$ cat config.mk
export PLATFORM = sky130hd
export DESIGN_NAME = fwd_hazard_ctrl
export DESIGN_NICKNAME = d
export VERILOG_FILES = /design/src/rtl/pipeline_pkg.sv /design/src/rtl/fwd_select.sv /design/src/rtl/fwd_hazard_ctrl.sv
export SDC_FILE = /design/constraint.sdc
export NUM_CORES = 1
export LEC_CHECK = 0
export CORE_MARGIN = 2
export CORE_UTILIZATION = 40
export DETAILED_ROUTE_END_ITERATION = 8
export PLACE_DENSITY_LB_ADDON = 0.05
export SETUP_SLACK_MARGIN = 0.05
export SYNTH_ARGS = -nofsm -noshare
export SYNTH_HDL_FRONTEND = slang
export SYNTH_SLANG_ARGS = --single-unit
$ cat constraint.sdc
create_clock -name clk -period 3.5 [get_ports clk]
set_input_delay 0.35 -clock clk [delete_from_list [all_inputs] [get_ports clk]]
set_output_delay 0.35 -clock clk [all_outputs]
set_load 0.1 [all_outputs]
$ cat src/rtl/pipeline_pkg.sv
// pipeline_pkg: shared definitions for the forwarding / hazard logic.
//   FWD_*     : EX operand mux select encodings (11 is never driven)
//   hz_rd_t   : register address as held in a hazard slot; wide enough
//               for any supported REG_AW, narrower addresses are zero-extended
//   hz_slot_t : per-stage destination tracking {valid, rd, reg_write, mem_read}
package pipeline_pkg;

    localparam logic [1:0] FWD_REGFILE = 2'b00;
    localparam logic [1:0] FWD_WB      = 2'b01;
    localparam logic [1:0] FWD_EXMEM   = 2'b10;

    localparam int RD_MAX_W = 8;

    typedef logic [RD_MAX_W-1:0] hz_rd_t;

    typedef struct packed {
        logic   valid;
        hz_rd_t rd;
        logic   reg_write;
        logic   mem_read;
    } hz_slot_t;

endpackage

$ cat src/rtl/fwd_select.sv
// fwd_select: combinational priority compare for one EX operand.
//   rs  in  source register of the consumer in ID
//   ex  in  slot of the instruction currently in EX
//   mem in  slot of the instruction currently in MEM
//   sel out operand mux select (FWD_EXMEM > FWD_WB > FWD_REGFILE)
module fwd_select
    import pipeline_pkg::*;
(
    input  hz_rd_t     rs,
    input  hz_slot_t   ex,
    input  hz_slot_t   mem,
    output logic [1:0] sel
);

    logic ex_hit;
    logic mem_hit;

    // A load in EX has no ALU result to forward; the hazard unit stalls
    // instead and the value is picked up from MEM/WB one cycle later.
    assign ex_hit  = ex.valid & ex.reg_write & (ex.rd != '0) & (ex.rd == rs) & ~ex.mem_read;
    assign mem_hit = mem.valid & mem.reg_write & (mem.rd != '0) & (mem.rd == rs);

    always_comb begin
        sel = FWD_REGFILE;
        if (ex_hit)
            sel = FWD_EXMEM;
        else if (mem_hit)
            sel = FWD_WB;
    end

endmodule

$ cat src/rtl/fwd_hazard_ctrl.sv
// fwd_hazard_ctrl: forwarding and load-use hazard controller for the
// 5-stage pipeline. Tracks the EX/MEM/WB destination slots internally.
//   clk, reset       clock, async active-high reset
//   id_*             decoded fields of the instruction in ID
//   flush            taken branch/jump, kills the ID instruction
//   fwd_a_sel/_b_sel registered EX operand mux selects
//   stall            hold PC and IF/ID (combinational)
//   bubble_ex        ID/EX loads a NOP on the next edge (combinational)
//   stall_count      stall-cycle counter, only built with `define STALL_CNT_EN
module fwd_hazard_ctrl
    import pipeline_pkg::*;
#(
    parameter int REG_AW = 5
) (
    input  logic              clk,
    input  logic              reset,
    input  logic              id_valid,
    input  logic [REG_AW-1:0] id_rs1,
    input  logic [REG_AW-1:0] id_rs2,
    input  logic [REG_AW-1:0] id_rd,
    input  logic              id_reg_write,
    input  logic              id_mem_read,
    input  logic              flush,
    output logic [1:0]        fwd_a_sel,
    output logic [1:0]        fwd_b_sel,
    output logic              stall,
    output logic              bubble_ex,
    output logic [31:0]       stall_count
);

    localparam int NUM_OPS = 2;

    hz_slot_t ex_s, mem_s, wb_s;
    hz_slot_t id_s;
    logic     load_use;
    logic     unused_wb;

    hz_rd_t [NUM_OPS-1:0]     rs;
    logic   [NUM_OPS-1:0][1:0] sel_nxt;

    assign rs[0] = hz_rd_t'(id_rs1);
    assign rs[1] = hz_rd_t'(id_rs2);

    assign id_s = '{valid: id_valid, rd: hz_rd_t'(id_rd),
                    reg_write: id_reg_write, mem_read: id_mem_read};

    assign load_use = id_valid & ex_s.valid & ex_s.mem_read & ex_s.reg_write
                    & (ex_s.rd != '0) & ((ex_s.rd == rs[0]) | (ex_s.rd == rs[1]));

    // Flush outranks the stall: the dependent instruction is being killed.
    assign stall     = load_use & ~flush;
    assign bubble_ex = stall | flush;

    // WB is tracked for pipeline completeness; nothing forwards from it.
    assign unused_wb = ^wb_s;

    for (genvar i = 0; i < NUM_OPS; i++) begin : g_op
        fwd_select u_sel (
            .rs  (rs[i]),
            .ex  (ex_s),
            .mem (mem_s),
            .sel (sel_nxt[i])
        );
    end

    always_ff @(posedge clk or posedge reset) begin
        if (reset) begin
            ex_s      <= '0;
            mem_s     <= '0;
            wb_s      <= '0;
            fwd_a_sel <= FWD_REGFILE;
            fwd_b_sel <= FWD_REGFILE;
        end else begin
            wb_s  <= mem_s;
            mem_s <= ex_s;
            ex_s  <= bubble_ex ? hz_slot_t'('0) : id_s;
            // Selects travel with the consumer into EX, so a bubble gets 00.
            fwd_a_sel <= bubble_ex ? FWD_REGFILE : sel_nxt[0];
            fwd_b_sel <= bubble_ex ? FWD_REGFILE : sel_nxt[1];
        end
    end

`ifdef STALL_CNT_EN
    always_ff @(posedge clk or posedge reset) begin
        if (reset)
            stall_count <= '0;
        else if (stall && stall_count != 32'hFFFF_FFFF)
            stall_count <= stall_count + 32'd1;
    end
`else
    assign stall_count = '0;
`endif

endmodule

==> reports/results.md <==
| Result | This run | Unit |
|---|---|---|
| Run status | completed | - |
| Hold Worst Slack | 0.3885 | ns |
| Area of the core | 0.002734 | sq mm |
| Cell area after layout | 0.001325 | sq mm |
| Post-Synth Simple-Gate Area | 16.58 | % |
| Number of levels the H-tree was split into | 1 | - |
| Launching element type of the critical path | register | - |
| Fin nets | 159 | - |
| Combinational family with the most area after synthesis | buffers and inverters | - |
| Pwr/cell area | 429.7 | mW/mm^2 |
| Biggest area contributors in the synthesized netlist | sky130_fd_sc_hd__dfrtp_1 (42%), sky130_fd_sc_hd__buf_4 (21%), sky130_fd_sc_hd__xor2_1 (11%), sky130_fd_sc_hd__nor3b_1 (5.3%), sky130_fd_sc_hd__xnor2_1 (4.6%) | - |
| Number of distinct library cell variants in the gate-level netlist after synthesis | 24 | - |
| Leakage power figure | 0.6094 | nW |
| Initial antenna violation count | 0 | - |
| Yosys reg bits | 19 | - |
| Share of synthesized flip-flops with an asynchronous set or reset | 100.0 | % |
| Maximum capacitance violations | 0 | - |
| Largest net degree at the start of global routing | 20 | - |
| Area grow syn2layout | 16.25 | % |
| Worst-case clock buffer depth | 2 | - |
| Synth area leader | sky130_fd_sc_hd__dfrtp_1 | - |
| Cells after DPL | 164 | - |
| Fraction of synthesized cell area in xor and xnor cells | 15.37 | % |
| # port buffers | 26 | - |
| Final setup vio count | 0 | - |
| Non-filler instance count after layout | 168 | - |
| Final clock period utilization by the worst path | 78.32 | % |
| Number of enable flip-flop cells after synthesis | 0 | - |
| Global Route met3 Usage | 4.989 | % |
| Minimum period implied by the final worst setup slack | 2.741 | ns |
| Synth Flop Type | sky130_fd_sc_hd__dfrtp_1 | - |
| Sequential-to-total area share from yosys stat | 41.71 | % |
| Worst rel slew slack | 35.75 | % |
| Fmax | 364.8 | MHz |
| Total clock buffers created by CTS | 3 | - |
| Number of cells upsized or downsized after cts | 0 | - |
| DR vias | 727 | - |
| Worst-path cell chain | or4_1, nor2_2, or3_2, a21oi_2, nor2b_1, buf_4 | - |
| Critical path arrival | 2.39 | ns |
| Library cell used as clock root buffer | sky130_fd_sc_hd__clkbuf_4 | - |
| Cell count after synthesis | 110 | - |
| Cell at the slowest stage of the critical path | sky130_fd_sc_hd__or3_2 | - |
| Final weighted congestion of routability-driven global placement | 0.8747 | - |
| Synth Area in Compound Gates | 3.293 | % |
| Wire length of the first global-routing pass | 3077 | um |
| Number of nets still failing antenna checks after routing | 0 | - |
| Fraction of final layout cells sized beyond drive strength 1 | 8.759 | % |
| Maximum fanout count along the critical path | 11 | - |
| CP endpoint kind | output port | - |
| Detailed placement HPWL | 1503 | um |
| Class of the tightest hold or removal check | register to register | - |
| Most common library cells after synthesis | sky130_fd_sc_hd__buf_4 (32), sky130_fd_sc_hd__dfrtp_1 (19), sky130_fd_sc_hd__xor2_1 (14), sky130_fd_sc_hd__nor3b_1 (8), sky130_fd_sc_hd__xnor2_1 (6) | - |
| Share of synthesized cell area in full adder, half adder and majority cells | 0 | % |
| Vert. Die Dim | 57.38 | um |
| Share of the core filled with cells | 48.47 | % |
| Setup repair after global routing missed its margin | no | - |
| Number of DRC violations after detailed-routing iteration 0 | 5 | - |
| Post-route DRC violation count | 0 | - |
| Die area | 0.003292 | sq mm |
| Worst Skew | 0.0008105 | ns |
| Die span in x | 57.38 | um |
| Worst-margin pin slew | 0.9607 | ns |
| Final hold vios | 0 | - |
| Syn_area_per_cell | 10.36 | sq um |
| Diode insertion count for antenna repair | 0 | - |
| Post-synthesis instance area | 0.001140 | sq mm |
| Slack of the critical path | 0.7587 | ns |
| Classification of the worst setup path | register to output port | - |
| FP Rows | 19 | - |
| Post-detailed-routing wire length | 1872 | um |
| Ports | 59 | - |
| Cts hold-fix bufs | 0 | - |
| Routing usage on met1 | 13.85 | % |
| Remaining Overflow, GRT | 0 | - |
| Worst slack at placement | 0.8137 | ns |
| Highest-utilization routing layer at the global route stage | met2 | - |
| Delay of the slowest critical-path stage | 0.53 | ns |
| Number of global-route vias before repair | 709 | - |
| Cell Area, Placed | 0.001295 | sq mm |
| WP data required | 3.15 | ns |
| Met2 capacity usage during global routing | 21.92 | % |
| Clock net sink count | 19 | - |
| Count of synthesis-stage warnings from yosys | 0 | - |
| Mux contribution to synthesized area | 0 | % |
| Total Power | 0.5694 | mW |
| Final sum of negative setup slack | 0 | ns |
| Top-count cell post-synth | sky130_fd_sc_hd__buf_4 | - |
| Fill cell count | 246 | - |
| Total iterations of the first detailed-routing run | 4 | - |
| Clock latency of the later-clocked register in the worst-skew pair | 0.30 | ns |
| Average via count per standard cell | 4.327 | - |
| Peak VDD IR | 0.2535 | mV |
| Initial standard-cell utilization of the core | 41.69 | % |
| Total track usage | 12.39 | % |
| Slew Viols, Final | 0 | - |
| Post CTS Setup Buffer Count | 0 | - |
| Clock-pin slew on the worst setup and hold paths | 0.11 | ns |
| Post-synth top area share | 41.71 | % |
| WL per Instance | 11.14 | um |
| Clock tree from TritonCTS | yes | - |
## report_power, final
| group | total (mW) | switching [mW] | internal (mW) |
|---|---|---|---|
| Sequential | 0.237 | 0.00845 | 0.228 |
| Combinational | 0.217 | 0.179 | 0.0376 |
| Clock | 0.116 | 0.0720 | 0.0436 |
| Total | 0.569 | 0.260 | 0.309 |
## worst paths after layout
check	to	slack, ns	cells past startpoint	from
worst max-delay path	stall	0.76	6	ex_s[4]
worst min-delay path	mem_s[1]	0.39	0	ex_s[1]
worst max register to register	fwd_a_sel[0]	1.66	5	ex_s[4]
worst min register to register	mem_s[1]	0.39	0	ex_s[1]
max in group asynchronous	mem_s[3]	2.60	2	reset
min in group asynchronous	mem_s[1]	0.45	2	reset
## cell type report
type	count	area [sq um]	area share, %
multi-input cells	87	521.8	39.38
well taps	31	38.79	2.927
repair buffers	26	255.2	19.26
clock buffers	3	22.52	1.700
clock inverters	1	7.507	0.5666
flip-flops and latches	19	475.5	35.88
inverters	1	3.754	0.2833
## logic make-up (layout without fill, tap and decap cells)
kind of cell | Yosys count | in the layout
xor+xnor | 20 | 20
buf+inv | 35 | 31
simple gates | 31 | 31
compound gates | 4 | 4
other cells | 1 | 32
flops | 19 | 19
## per-layer routing
metal / vias up / routed length [um]
met4: 0 / 8
met1: 338 / 738
li1: 351 / -
met5: - / 0
met2: 35 / 981
met3: 3 / 143
## state kept, by name, indices dropped and copies added, names as in the netlist
register   cells
ex_s           8
mem_s          7
fwd_b_sel      2
fwd_a_sel      2
## cell usage in the layout, fill, tap and decap left out
cell type	netlist	final
sky130_fd_sc_hd__conb_1	1	32
sky130_fd_sc_hd__clkdlybuf4s50_1	0	24
sky130_fd_sc_hd__dfrtp_1	19	19
sky130_fd_sc_hd__xor2_1	14	14
sky130_fd_sc_hd__nor3b_1	8	8
sky130_fd_sc_hd__xnor2_1	6	6
sky130_fd_sc_hd__nor3_1	5	5
sky130_fd_sc_hd__nand2_1	4	4
sky130_fd_sc_hd__nand3_1	3	3
sky130_fd_sc_hd__or4_1	3	3
sky130_fd_sc_hd__clkbuf_4	0	3
sky130_fd_sc_hd__nor2_1	2	2
sky130_fd_sc_hd__buf_4	32	2
sky130_fd_sc_hd__nor2_2	1	1
sky130_fd_sc_hd__or3_2	1	1
sky130_fd_sc_hd__a21oi_2	1	1
sky130_fd_sc_hd__or2_1	1	1
sky130_fd_sc_hd__or3_4	1	1
sky130_fd_sc_hd__o21ai_2	1	1
sky130_fd_sc_hd__o21ai_0	1	1
sky130_fd_sc_hd__a2111oi_2	1	1
sky130_fd_sc_hd__nor4_1	1	1
sky130_fd_sc_hd__nor2b_1	1	1
sky130_fd_sc_hd__inv_1	1	1
sky130_fd_sc_hd__clkinvlp_4	0	1
## critical path, delay by kind of cell (launching register included)
kind	cells	cell delay, ns
AO/OA/AOI/OAI	1	0.40
buffers and inverters	1	0.31
AND/OR/NAND/NOR	4	0.93
flip-flops	1	0.45
No activity file was read; power rests on OpenSTA's default activity.
